==> config.mk <==
export PLATFORM = sky130hd
export DESIGN_NAME = vga_timing_gen
export DESIGN_NICKNAME = d
export VERILOG_FILES = /design/src/rtl/vga_timing_pkg.sv /design/src/rtl/vga_axis_counter.sv /design/src/rtl/vga_timing_gen.sv
export SDC_FILE = /design/constraint.sdc
export NUM_CORES = 1
export LEC_CHECK = 0
export BUFFER_PORTS_ARGS = -buffer_cell sky130_fd_sc_hd__buf_2
export CORE_UTILIZATION = 30
export DETAILED_ROUTE_END_ITERATION = 7
export GPL_ROUTABILITY_DRIVEN = 0
export PLACE_DENSITY = 0.58
export SETUP_SLACK_MARGIN = 0.2
export SLEW_MARGIN = 25
export SYNTH_ARGS = -nofsm -noshare
export SYNTH_HDL_FRONTEND = slang
export SYNTH_HIERARCHICAL = 1
export SYNTH_SLANG_ARGS = --single-unit
==> constraint.sdc <==
create_clock -name clk -period 2.2 [get_ports clk]
set_input_delay 0.22 -clock clk [delete_from_list [all_inputs] [get_ports clk]]
set_output_delay 0.22 -clock clk [all_outputs]
set_load 0.005 [all_outputs]
==> src/rtl/vga_timing_pkg.sv <==
// Default 640x480@60 timing constants shared by the VGA timing generator and its counters.
package vga_timing_pkg;

    localparam int unsigned H_VISIBLE = 640;
    localparam int unsigned H_FP      = 16;
    localparam int unsigned H_SYNC    = 96;
    localparam int unsigned H_BP      = 48;
    localparam int unsigned H_TOTAL   = H_VISIBLE + H_FP + H_SYNC + H_BP;

    localparam int unsigned V_VISIBLE = 480;
    localparam int unsigned V_FP      = 10;
    localparam int unsigned V_SYNC    = 2;
    localparam int unsigned V_BP      = 33;
    localparam int unsigned V_TOTAL   = V_VISIBLE + V_FP + V_SYNC + V_BP;

    localparam int unsigned CNT_W = $clog2((H_TOTAL > V_TOTAL) ? H_TOTAL : V_TOTAL);

    localparam logic SYNC_ACTIVE = 1'b0;

endpackage

==> src/rtl/vga_axis_counter.sv <==
// Modulo-MAX position counter for one VGA axis; advances on en and flags the wrap edge.
module vga_axis_counter
    import vga_timing_pkg::*;
#(
    parameter int unsigned MAX = H_TOTAL
) (
    input  logic             clk,
    input  logic             reset,
    input  logic             en,
    output logic [CNT_W-1:0] cnt,
    output logic             wrap
);

    assign wrap = en && (cnt == CNT_W'(MAX - 1));

    always_ff @(posedge clk or posedge reset) begin
        if (reset) begin
            cnt <= '0;
        end else if (en) begin
            cnt <= wrap ? '0 : cnt + 1'b1;
        end
    end

endmodule

==> src/rtl/vga_timing_gen.sv <==
// VGA raster timing: pixel-tick-enabled h/v counters, combinational sync/DE/coordinate decode,
// and registered line/frame start pulses.
module vga_timing_gen
    import vga_timing_pkg::*;
#(
    parameter int unsigned H_VISIBLE   = vga_timing_pkg::H_VISIBLE,
    parameter int unsigned H_FP        = vga_timing_pkg::H_FP,
    parameter int unsigned H_SYNC      = vga_timing_pkg::H_SYNC,
    parameter int unsigned H_BP        = vga_timing_pkg::H_BP,
    parameter int unsigned V_VISIBLE   = vga_timing_pkg::V_VISIBLE,
    parameter int unsigned V_FP        = vga_timing_pkg::V_FP,
    parameter int unsigned V_SYNC      = vga_timing_pkg::V_SYNC,
    parameter int unsigned V_BP        = vga_timing_pkg::V_BP,
    parameter logic        SYNC_ACTIVE = vga_timing_pkg::SYNC_ACTIVE
) (
    input  logic             clk,
    input  logic             reset,
    input  logic             p_tick,
    output logic             h_sync,
    output logic             v_sync,
    output logic             de,
    output logic [CNT_W-1:0] x_pixel,
    output logic [CNT_W-1:0] y_pixel,
    output logic             line_start,
    output logic             frame_start
);

    localparam int unsigned HTotal = H_VISIBLE + H_FP + H_SYNC + H_BP;
    localparam int unsigned VTotal = V_VISIBLE + V_FP + V_SYNC + V_BP;

    logic [CNT_W-1:0] h_cnt;
    logic [CNT_W-1:0] v_cnt;
    logic             h_wrap;
    logic             v_wrap;
    logic             h_in_sync;
    logic             v_in_sync;

    vga_axis_counter #(
        .MAX (HTotal)
    ) u_h_counter (
        .clk   (clk),
        .reset (reset),
        .en    (p_tick),
        .cnt   (h_cnt),
        .wrap  (h_wrap)
    );

    // Vertical axis only sees an enable on the horizontal wrap, so v_wrap implies h_wrap.
    vga_axis_counter #(
        .MAX (VTotal)
    ) u_v_counter (
        .clk   (clk),
        .reset (reset),
        .en    (h_wrap),
        .cnt   (v_cnt),
        .wrap  (v_wrap)
    );

    always_comb begin
        h_in_sync = (h_cnt >= CNT_W'(H_VISIBLE + H_FP)) &&
                    (h_cnt <  CNT_W'(H_VISIBLE + H_FP + H_SYNC));
        v_in_sync = (v_cnt >= CNT_W'(V_VISIBLE + V_FP)) &&
                    (v_cnt <  CNT_W'(V_VISIBLE + V_FP + V_SYNC));
        h_sync    = h_in_sync ? SYNC_ACTIVE : ~SYNC_ACTIVE;
        v_sync    = v_in_sync ? SYNC_ACTIVE : ~SYNC_ACTIVE;
        de        = (h_cnt < CNT_W'(H_VISIBLE)) && (v_cnt < CNT_W'(V_VISIBLE));
        x_pixel   = de ? h_cnt : '0;
        y_pixel   = de ? v_cnt : '0;
    end

    always_ff @(posedge clk or posedge reset) begin
        if (reset) begin
            line_start  <= 1'b0;
            frame_start <= 1'b0;
        end else begin
            line_start  <= h_wrap;
            frame_start <= v_wrap;
        end
    end

endmodule

# --- Word level (Yosys, flattened, before mapping) ---
# Cells that the tools add are included.
op_classes:
  add_sub_neg: 2
  n_mul: 0
  div: 0
  order_cmp: 6
  n_eq_ne: 2
  shifts: 0
  n_mux: 6
  bitwise: 0
  reduce_logical: 5
ops:
  columns: ["operator", "n"]
  rows:
  - ["2-to-1 mux 10 bit", 4]
  - ["adder 10 x 1 -> 10 bit, second input constant", 2]
  - ["equality test 10 bit, second input constant", 2]
  - ["< comparator 10 bit, second input constant", 2]
  - ["< comparator 10 x 9 -> 1 bit, second input constant", 2]
  - [">= comparator 10 bit, second input constant", 1]
  - [">= comparator 10 x 9 -> 1 bit, second input constant", 1]
  - ["logical AND 1 bit", 5]
  - ["2-to-1 mux 1 bit", 2]
word_totals:
  reg_bits: 22
  latchBits: 0
  mem_bits_rw: 0
  mem_bits_ro: 0
  inputBits: 3
  out_inout_bits: 25
  elab_cells: 25
  n_memories: 0

# --- Logic depth before layout (Yosys ltp) ---
# Gate-level depths: netlist (run 1).
logic_depth:
  ltp_word: 4
  ltp_mapped: 8
  ltp_nobuf: 7

# --- Modules after synthesis ---
# The synthesis (run 1) kept the hierarchy.
by_module_without_submodules:
  columns: ["module", "instances", "cells_each", "area_each_um2", "seq_area_each_um2"]
  rows:
  - ["vga_axis_counter (u_h_counter)", 1, 49, 534.3, 250.2]
  - ["vga_axis_counter (u_v_counter)", 1, 54, 504.2, 250.2]
  - ["vga_timing_gen", 1, 36, 314.1, 50.0]

# --- Worst setup path before layout (run 1) ---
# Ideal clock, no wire load.
synth_timing:
  kind: "register to register"
  start: "register u_h_counter.cnt[0]"
  end: "register u_v_counter.cnt[7]"
  setup_time_ns: 0.127
  arrival_time_ns: 1.809
  required_time_ns: 2.073
  path_slack_ns: 0.264
  stages_incl_launch_ff: 9
  path_buffers: 1
  synth_period_minus_slack_ns: 1.936
  cell_sequence: "dfrtp_1 ha_1 inv_1 nor4_4 clkbuf_2 nand3_1 nor2_1 nand4_1 xnor2_1"
synth_via:
  elab_chain_cells: 4
synth_rtl:
  columns: ["item", "line", "rtl"]
  rows:
  - ["start, declared", "vga_axis_counter.sv:10", "output logic [CNT_W-1:0] cnt,"]
  - ["start signal, assigned", "vga_axis_counter.sv:20", "cnt <= wrap ? '0 : cnt + 1'b1;"]
  - ["equality test 10 bit *", "vga_axis_counter.sv:14", "assign wrap = en && (cnt == CNT_W'(MAX - 1));"]
  - ["logical AND 1 bit *", "vga_axis_counter.sv:14", null]
  - ["via h_wrap", "vga_timing_gen.sv:33", "logic h_wrap;"]
  - ["logical AND 1 bit", "vga_axis_counter.sv:14", null]
  - ["2-to-1 mux 10 bit", "vga_axis_counter.sv:20", null]
  - ["end signal, assigned", "vga_axis_counter.sv:20", null]
  - ["end, declared", "vga_axis_counter.sv:10", null]
# Mark *: on every way through the listed nets, which the timed path passes. The rest lies on a longest branch.
# A chain may end at the register's enable or synchronous reset.

# --- Worst setup path after layout (run 1) ---
layout_timing:
  start: "register u_v_counter.cnt[5]"
  end: "output port y_pixel[0]"
layout_via:
  elab_chain_cells: 3
layout_rtl:
  columns: ["item", "line", "rtl"]
  rows:
  - ["< comparator 10 x 9 -> 1 bit", "vga_timing_gen.sv:66", "de = (h_cnt < CNT_W'(H_VISIBLE)) && (v_cnt < CNT_W'(V_VISIBLE));"]
  - ["logical AND 1 bit", "vga_timing_gen.sv:66", null]
  - ["2-to-1 mux 10 bit", "vga_timing_gen.sv:68", "y_pixel = de ? v_cnt : '0;"]
  - ["end, declared", "vga_timing_gen.sv:23", "output logic [CNT_W-1:0] y_pixel,"]
# No other way between the ends.

==> summary.md, run 1 <==
| Metric | Value |
|---|---|
| Setup TNS Final | 0 ps |
| Vias in the first global route | ~1,000 |
| Skew-Pair Late Insertion Delay | roughly 250 ps |
| Clock transition at path regs | 70 ps |
| # port buffers | 26 |
| CTS Buf Count | 3 |
| Initial core utilization | 0.311 |
| DIE HEIGHT | slightly below 70 um |
| Die Width | 69.1 um |
| Slew Limit Headroom | 0.662 |
| Worst hold path type | in2reg |
| Period Utilization, post-route | 0.843 |
| DRT Wirelength | ~3000 um |
| Syn_nets | around 150 |
| Max Freq | roughly 540 MHz |
| GRT overflow | 0 |
| Root buf cell | clkbuf_8 |
| Utilization after layout | 0.368 |
| # nets final | ~180 |
| Full die area | about 0.0048 mm2 |
| Antenna violations before repair | 0 |
| Yosys cell types | 40 |
| Crit start category | flop |
| CORE AREA | about 0.0044 mm2 |
| TritonCTS clock tree | built |
| DRC | 0 |
| Clock sink count | 22 |
| Drt pass-1 iters | 4 |
| Syn avg cell area | about 10 um2 |
| Outcome | completed |
| Maxcap violations | 0 |
| Postcts setup bufs | 0 |
| Worst EP required | between 1500 and 2000 ps |
| Drt via density | about 4.9 |
| YS warnings | 6 |
| Area grow syn2layout | 18.5% |
| Fin crit period | around 1900 ps |
| Diode count | 0 |
| Area of placed instances | ~0.0015 mm2 |
| Max VDD drop | around 340 uV |
| IO Pins | 28 |
| Mapped Area | 0.00135 mm2 |
| Sequential area share after synthesis | 0.407 |
| Starting DRT DRC Count | slightly below 90 |
| Seq cells post-synth | 22 |
| Crit path kind | reg2out |
| Vias | approximately 1,100 |
| First-pass GRT wire length | 4900 um |
| Row count | 24 |
| Lkg Pwr | just under 0.8 nW |
| Finished Cell Area | between 0.0015 and 0.002 mm2 |
| Final clock skew | between 1.5 and 2 ps |
| Non-Filler Instances | 220 |
| H-Tree Depth | 1 |
| Synth Instances | 139 |
| Worst slew pin tran | 505 ps |
| Final setup vio count | 0 |
| Layout cells sized above 1 | 0.310 |
| Worst Setup End Kind | output pin |
| Critical Path AT | about 1600 ps |
| Largest net degree at the start of global routing | 20 |
| Longest Clk Path Bufs | 2 |
| Antenna viol nets, final | 0 |
| Final slew viol count | 0 |
| Inst Count DP | ~220 |
| Crit-path max FO | 19 |
| Post-DP HPWL | 2150 um |
| Final Hold Viols | 0 |
| Tot GR Track Use | 0.128 |
| Power Dens Cells | ~570 mW/mm2 |
| WL/cell | roughly 14 um |
| RSZ-0062 raised after global routing | no |
-- worst max-delay path: stages, from the launching register on --
cell and delay [ps]:
dfrtp_1 490, a41oi_4 530, and3_2 250, buf_2 100
-- per-stage QoR --
stage | setup WS, ps | power [W] | hold WS [ps]
2_1_floorplan | 264 | 0.000629 | -38.8
3_3_place_gp | 403 | 0.000679 | 92.4
3_5_place_dp | 341 | 0.000676 | 97.9
4_1_cts | 295 | 0.000926 | 290
5_1_grt | 230 | 0.000969 | 295
6_report | 345 | 0.000917 | 302
-- layout make-up --
| type | instances | area (um2) |
|---|---|---|
| Fill cell | 438 | 2750 |
| Multi-Input combinational cell | 104 | 746 |
| Sequential cell | 22 | 551 |
| Timing Repair Buffer | 31 | 170 |
| Tap cell | 52 | 65.1 |
| Clock buffer | 3 | 41.3 |
| Inverter | 8 | 30.0 |
-- final timing paths --
kind                               startpoint                  to  slack, ps  cells after the start
max                        u_v_counter/cnt[5]          y_pixel[0]        350                      3
min                                    p_tick  u_h_counter/cnt[2]        300                      3
max reg2reg                u_h_counter/cnt[0]  u_v_counter/cnt[8]        360                      6
min reg2reg                u_h_counter/cnt[7]  u_h_counter/cnt[7]        590                      2
max in group asynchronous               reset  u_h_counter/cnt[9]       1400                      3
min in group asynchronous               reset         frame_start        370                      3
-- flip-flops by register name (all words and copies together), names as in the netlist --
register         flops
frame_start          1
line_start           1
u_h_counter/cnt     10
u_v_counter/cnt     10
-- per-layer routing --
metal / share of wire / vias up / routed length [um] / GRT usage
li1: - / 557 / - / -
met1: 0.48 / 494 / 1470 / 0.179
met2: 0.47 / 26 / 1420 / 0.196
met3: 0.037 / 4 / 112 / 0.0219
met4: 0.010 / 0 / 31 / 0.0476
met5: 0 / - / 0 / 0
-- kinds of logic after synthesis --
group | Yosys count | synth area share
and+or+nand+nor | 73 | 0.353
DFF | 22 | 0.407
AOI/OAI and AO/OA | 17 | 0.0953
buffers and inverters | 13 | 0.0490
xor gates and xnor gates | 10 | 0.0648
adders and majority gates | 3 | 0.0278
other | 1 | 0.00277
-- cell usage after synthesis --
cell / count / area (um2)
nand3_1: 4 / 20.0
nand4_4: 1 / 21.3
and3_2: 9 / 67.6
nor2b_1: 1 / 6.26
ha_1: 3 / 37.5
nor4_4: 1 / 21.3
o21ai_0: 6 / 30.0
a21oi_2: 1 / 8.76
and4_1: 1 / 8.76
o22ai_1: 2 / 12.5
nand4_1: 8 / 50.1
inv_1: 8 / 30.0
dfrtp_1: 22 / 551
clkbuf_2: 2 / 10.0
o31ai_1: 1 / 7.51
buf_6: 1 / 11.3
a21o_1: 2 / 15.0
xnor2_1: 6 / 52.6
nand2_1: 12 / 45.0
a21oi_1: 2 / 10.0
and3_1: 9 / 56.3
conb_1: 1 / 3.75
nand4bb_1: 1 / 11.3
a41oi_4: 1 / 27.5
nand2b_1: 4 / 25.0
nor4bb_1: 2 / 20.0
buf_4: 2 / 15.0
nor2_1: 6 / 22.5
or3_1: 3 / 18.8
or4_4: 1 / 11.3
and3b_2: 1 / 10.0
and3b_1: 1 / 8.76
or2b_1: 1 / 7.51
o21ai_2: 1 / 8.76
a2bb2oi_1: 1 / 8.76
nor3_1: 4 / 20.0
nand4b_1: 1 / 8.76
xor2_1: 4 / 35.0
and4_2: 1 / 10.0
and2_2: 1 / 7.51
-- cells in the final DEF (no fill, tap or decap), drive strengths merged, types with 6 or more instances in the layout --
cell,n
buf,30
inv,8
dfrtp,22
nand2,12
and3,18
nand4,9
xnor2,6
nor2,6
o21ai,7
-- what timing repair did --
action / 4_1_cts / 5_1_grt
endpoints found under the setup margin: 0 / 5
resized for setup: 0 / 2
hold endpoints to repair: 22 / 0
hold buffers: 1 / 0
-- power breakdown --
part,leakage (nW),internal (W),switching [W]
sequential,0.287,0.000449,0.0000776
clock,0.0216,0.000122,0.000121
combinational,0.476,0.0000671,0.0000791
total,0.785,0.000638,0.000278
Note: power is estimated with default switching activity, not from simulation.
==> run 2: changes to the inputs <==
==> constraint.sdc (replaced) <==
create_clock -name clk -period 1.8 [get_ports clk]
set_input_delay 0.18 -clock clk [delete_from_list [all_inputs] [get_ports clk]]
set_output_delay 0.18 -clock clk [all_outputs]
set_load 0.005 [all_outputs]
==> run 2 against run 1 <==
  * Sequential share of layout area decreased by 7.3 points
  * Flip-flop and latch count unchanged
  * Worst hold slack got worse by 54 ps
  * Register-to-register slack got worse by 270 ps
  * Via count increased by 16%
  * Clock power increased by 88%
  * Setup slack got worse by 250 ps
  * Non-clock buffer count increased by 29
  * Combinational power increased by 120%
  * Critical path depth increased by 4
  * Core utilization increased by 11 points
  * Critical endpoint is now u_v_counter/cnt[3]
==> summary.md, run 2 (synthesis gave the netlist of run 1 again) <==
| Metric | Value |
|---|---|
| Final setup vio count | 0 |
| Worst Path Buf+Inv | 2 |
| Total chip power | roughly 0.0014 W |
| Drt pass-1 iters | 5 |
| Layout cells sized above 1 | 0.520 |
| Cell Chain, Critical Path | nand4bb_4 -> nor4_4 -> buf_4 -> buf_6 -> nand2_2 -> a21o_1 -> a21o_1 |
| Drt via density | approximately 5 |
| Clock transition at path regs | about 80 ps |
| Setup TNS Final | 0 ps |
| Power Dens Cells | slightly below 700 mW/mm2 |
| Antenna violations before repair | 0 |
| Fin crit period | ~1700 ps |
| Clock power frac | 0.330 |
| Maxcap violations | 0 |
| H-Tree Depth | 1 |
| Max Freq | around 590 MHz |
| Area grow syn2layout | 52.7% |
| Largest net degree at the start of global routing | 20 |
| Crit-path max FO | 4 |
| Full die area | between 0.004 and 0.005 mm2 |
| Worst hold path type | in2reg |
| Worst Setup End Kind | flop |
| Gate power share | 0.229 |
| IO Pins | 28 |
| # nets final | around 200 |
| Period Utilization, post-route | 0.949 |
| Internal power | 0.00101 W |
| TritonCTS clock tree | built |
| CORE AREA | 0.00435 mm2 |
| Root buf cell | clkbuf_8 |
| CTS Buf Count | 3 |
| DIE HEIGHT | 69.1 um |
| Outcome | completed |
| Final worst slack | 92.4 ps |
| Setup WS pre-CTS | 106 ps |
| Non-Filler Instances | 250 |
| Utilization after layout | 0.474 |
| Starting DRT DRC Count | 64 |
| DRT Wirelength | about 3500 um |
| Final Hold Viols | 0 |
| Post-DP HPWL | 2290 um |
| First-pass GRT wire length | between 5000 and 6000 um |
| Crit path kind | reg2reg |
| Top flop regs | u_h_counter/cnt: 10 flops, u_v_counter/cnt: 10 flops |
| Most frequent cells in the layout | buf_4 (24), buf_6 (18), dfrtp_1 (16), buf_2 (16) |
| RSZ-0062 raised after global routing | yes |
| Crit start category | flop |
| Skew-Pair Late Insertion Delay | roughly 260 ps |
| Vias | ~1,300 |
| Clock sink count | 22 |
| Sequential Power Share | 0.441 |
| Antenna viol nets, final | 0 |
| Diode count | 0 |
| Inst Count DP | 225 |
| Critical path's top delay family | simple AND/OR/NAND/NOR gates |
| Vias in the first global route | 1,230 |
| # port buffers | 26 |
| CP dominant cell by count | a21o_1 |
| Critical Path AT | ~1900 ps |
| Max VDD drop | approximately 550 uV |
| Worst EP required | around 2000 ps |
| CP max stage delay | about 400 ps |
| Row count | 24 |
| Longest Clk Path Bufs | 2 |
| Tot GR Track Use | 0.147 |
| GRT overflow | 0 |
| CP max-delay cell | dfrtp_1 |
| DRC | 0 |
| WL/cell | 13.8 um |
| Initial core utilization | 0.311 |
| Die Width | ~70 um |
| Sw Ratio | 0.271 |
| Lkg Pwr | around 0.94 nW |
| Final clock skew | between 2 and 2.5 ps |
| Final slew viol count | 0 |
| NetSw | 0.000377 W |
| Commonest non-fill, non-tap cell in the layout | buf_4 |
-- run 2: cell types whose count changed in the layout (fill, tap and decap cells not counted), moves of 6 or more --
cell and change:
dfrtp_2 +6, dfrtp_1 -6, and3_4 +9, buf_2 -10, buf_6 +18, and3_2 -6, buf_4 +20
-- run 2: final timing paths --
path                               startpoint            endpoint  slack (ps)  cells after the start
max                        u_h_counter/cnt[6]  u_v_counter/cnt[3]          90                      7
min                                    p_tick  u_h_counter/cnt[1]         250                      2
max reg2reg                u_h_counter/cnt[6]  u_v_counter/cnt[3]          90                      7
min reg2reg                u_v_counter/cnt[5]  u_v_counter/cnt[5]         590                      1
max in group asynchronous               reset  u_v_counter/cnt[5]        1020                      3
min in group asynchronous               reset          line_start         320                      3
-- run 2: through the flow --
stage | hold WS [ps] | area, um2
3_5_place_dp | 53.4 | 1630
6_report | 249 | 2070
4_1_cts | 233 | 1840
2_1_floorplan | -78.8 | 1370
5_1_grt | 267 | 2070
3_3_place_gp | 53.8 | 1630
-- run 2: cell type report --
class                      instances  area [um2]
fill                             410        2290
multi-input combinational        104         848
sequential                        22         558
timing repair buffer              60         493
tap                               52        65.1
clock buffer                       3        41.3
clock inverter                     1        30.0
inverter                           8        30.0
-- run 2: routing by layer --
metal / GRT usage / part of all wire
met5: 0 / 0
met4: 0.0544 / 0.012
met3: 0.0219 / 0.032
met2: 0.260 / 0.52
met1: 0.179 / 0.44
-- run 2: timing repair --
item                                   4_1_cts  5_1_grt
setup buffers                               10        9
setup endpoints to repair                   27       32
gates cloned                                 1        0
resized for setup                           14       36
endpoints found under the hold margin       22        0
hold buffers                                 1        0
pin swaps                                    7        9
-- run 2: worst register-to-register path: stages (launching register included) --
cell,delay (ps)
dfrtp_1,390
nand4bb_4,250
nor4_4,340
buf_4,170
buf_6,100
nand2_2,50
a21o_1,150
a21o_1,150
-- run 2: power by group through the flow --
stage / Combinational, W / Clock [W] / Sequential, W
6_report: 0.000318 / 0.000458 / 0.000613
5_1_grt: 0.000359 / 0.000494 / 0.000622
4_1_cts: 0.000303 / 0.000469 / 0.000611
3_5_place_dp: 0.000257 / 0 / 0.000629
3_3_place_gp: 0.000249 / 0 / 0.000626
2_1_floorplan: 0.000125 / 0 / 0.000644
==> run 3: changes to the inputs <==
--- a/config.mk
+++ b/config.mk
@@ -14,5 +14,4 @@
 export SLEW_MARGIN = 25
 export SYNTH_ARGS = -nofsm -noshare
 export SYNTH_HDL_FRONTEND = slang
-export SYNTH_HIERARCHICAL = 1
 export SYNTH_SLANG_ARGS = --single-unit
==> run 3 against run 2 <==
  * The flow now finishes with violations (setup timing)
  * Highest routed layer unchanged
  * Critical path depth fell by 2
  * Setup slack got worse by 130 ps
  * Largest power group is now combinational cells
  * First-iteration DRC count fell by 50%
  * Maximum frequency fell by 7.0%
  * Synthesized cell count rose by 1.4%
  * Clock skew rose by 3.5 ps
  * Design area barely moved
  * Clock-buffer cell count did not move
  * Area after synthesis fell by 5.5%
==> summary.md, run 3 <==
| Metric | Value |
|---|---|
| Outcome | finished with violations |
| Failing checks | setup timing |
| Row count | 23 |
| Final clock skew | a little under 6 ps |
| CORE AREA | between 0.004 and 0.005 mm2 |
| Syn_nets | roughly 150 |
| Initial core utilization | 0.315 |
| Die Width | roughly 67 um |
| CTS Buf Count | 3 |
| Drt via density | around 5.2 |
| Power Dens Cells | 806 mW/mm2 |
| Antenna violations before repair | 0 |
| Skew-Pair Late Insertion Delay | roughly 260 ps |
| Root buf cell | clkbuf_8 |
| Post-synth top area cell | dfrtp_1 |
| Setup TNS Final | -45.5 ps |
| Antenna viol nets, final | 0 |
| # nets final | between 200 and 250 |
| Crit path kind | reg2reg |
| Yosys cell types | 30 |
| Ys async rst share | 1.00 |
| Starting DRT DRC Count | 32 |
| H-Tree Depth | 1 |
| Fin crit period | between 1500 and 2000 ps |
| Post-DP HPWL | between 2000 and 2500 um |
| Crit-path max FO | 7 |
| Clock transition at path regs | approximately 80 ps |
| Max VDD drop | between 500 and 600 uV |
| Maxcap violations | 0 |
| DRC | 0 |
| Syn avg cell area | slightly above 9 um2 |
| Most frequent cells in the layout | buf_6 (24), buf_4 (23), dfrtp_1 (21) |
| Main area contributors after synthesis | dfrtp_1 (43%), xnor2_1 (8.2%), and2_1 (6.4%) |
| Crit start category | flop |
| Sequential area share after synthesis | 0.431 |
| Worst Setup End Kind | flop |
| Worst hold path type | in2reg |
| Finished Cell Area | about 0.0021 mm2 |
| Tot GR Track Use | 0.173 |
| Period Utilization, post-route | 1.02 |
| Final setup vio count | 3 |
| Post-synth EDFFs | 0 |
| First-pass GRT wire length | between 5000 and 6000 um |
| Most used DFF post-synth | dfrtp_1 |
| Critical Path AT | approximately 2000 ps |
| Layout cells sized above 1 | 0.533 |
| Final worst slack | -35.2 ps |
| Diode count | 0 |
| TritonCTS clock tree | built |
| Longest Clk Path Bufs | 2 |
| Top-count cell post-synth | dfrtp_1 |
| Final Hold Viols | 0 |
| YS warnings | 0 |
| Area share of the largest cell type after synthesis | 0.431 |
| Area grow syn2layout | 61.6% |
| Worst EP required | 1990 ps |
| DIE HEIGHT | 67.3 um |
| Vias | about 1,300 |
| Max Freq | 545 MHz |
| Full die area | 0.00453 mm2 |
| Final slew viol count | 0 |
| IO Pins | 28 |
| Commonest non-fill, non-tap cell in the layout | buf_6 |
| Largest net degree at the start of global routing | 23 |
| Seq cells post-synth | 22 |
| Vias in the first global route | approximately 1,300 |
| WL/cell | around 15 um |
| Drt pass-1 iters | 4 |
| Synth Instances | 141 |
| GRT overflow | 0 |
| # port buffers | 26 |
| RSZ-0062 raised after global routing | yes |
| Mapped Area | roughly 0.0013 mm2 |
| Clock sink count | 22 |
| Lkg Pwr | ~0.95 nW |
| Top flop regs | u_h_counter.cnt: 10 flops, u_v_counter.cnt: 10 flops |
| Commonest cells post-synth | dfrtp_1 (22), and2_1 (13), nand3_1 (12), nor2_1 (12), xnor2_1 (12) |
| DRT Wirelength | around 3800 um |
| Area of placed instances | roughly 0.0016 mm2 |
==> run 3: path summary, 6_finish.rpt <==
path                       slack [ps]            endpoint  cells after the start          startpoint
hold reg to reg                   580  u_h_counter.cnt[6]                      2  u_h_counter.cnt[6]
hold / removal                    220  u_h_counter.cnt[1]                      2              p_tick
setup / recovery                  -40  u_v_counter.cnt[3]                      5  u_h_counter.cnt[1]
setup reg to reg                  -40  u_v_counter.cnt[3]                      5  u_h_counter.cnt[1]
min in group asynchronous         500         frame_start                      4               reset
max in group asynchronous        1060  u_h_counter.cnt[9]                      4               reset
==> run 3: metrics by stage <==
stage / setup WS, ps / total power, W / instances / hold WS [ps] / util
CTS: 46.7 / 0.00155 / 244 / 211 / 0.456
floorplan: -60.3 / 0.000931 / 141 / 169 / -
detailed placement: 14.1 / 0.00116 / 229 / 233 / 0.393
finish: -35.2 / 0.00167 / 247 / 221 / 0.509
global route: -103 / 0.00176 / 247 / 234 / 0.509
global placement: 57.4 / 0.00116 / 229 / 237 / 0.393
==> run 3: routing by layer <==
layer / vias up / wire (um) / track usage
li1: 601 / - / -
met1: 623 / 1540 / 0.203
met2: 39 / 1970 / 0.300
met3: 12 / 128 / 0.0203
met4: 0 / 148 / 0.101
met5: - / 0 / 0
==> run 3: where the power goes <==
part	internal [W]	total, W	leakage, nW	switching [W]
Combinational	0.000403	0.000706	0.645	0.000303
Clock	0.000150	0.000312	0.0216	0.000162
Sequential	0.000567	0.000648	0.279	0.0000810
==> run 3: final cells by class <==
class                           instances  area [um2]
Fill cell                             356        1990
Tap cell                               50        62.6
Sequential cell                        22         552
Multi-Input combinational cell        102         857
Timing Repair Buffer                   61         518
Inverter                                9        36.3
Clock buffer                            3        41.3
==> run 3: critical path, cell delays in order, from the launching register on <==
cell and delay, ps:
dfrtp_1 390, ha_4 160, nand4_4 90, or4_4 630, or3_1 330, a21oi_1 150
==> run 3: cells by family after synthesis <==
group,after synthesis,share of synthesized area
AO/OA/AOI/OAI,13,0.0587
other,1,0.00293
flip-flops,22,0.431
XOR/XNOR,13,0.0890
adder cells (fa/ha/maj),5,0.0489
multiplexers,1,0.00881
buffers and inverters,17,0.0567
AND/OR/NAND/NOR,69,0.304
==> run 3: what timing repair did <==
action,CTS,global route
setup endpoints to repair,32,38
pin swaps,9,7
endpoints found under the hold margin,22,0
setup buffers,10,3
gates cloned,1,0
gates resized for setup,29,42
hold buffers,1,0
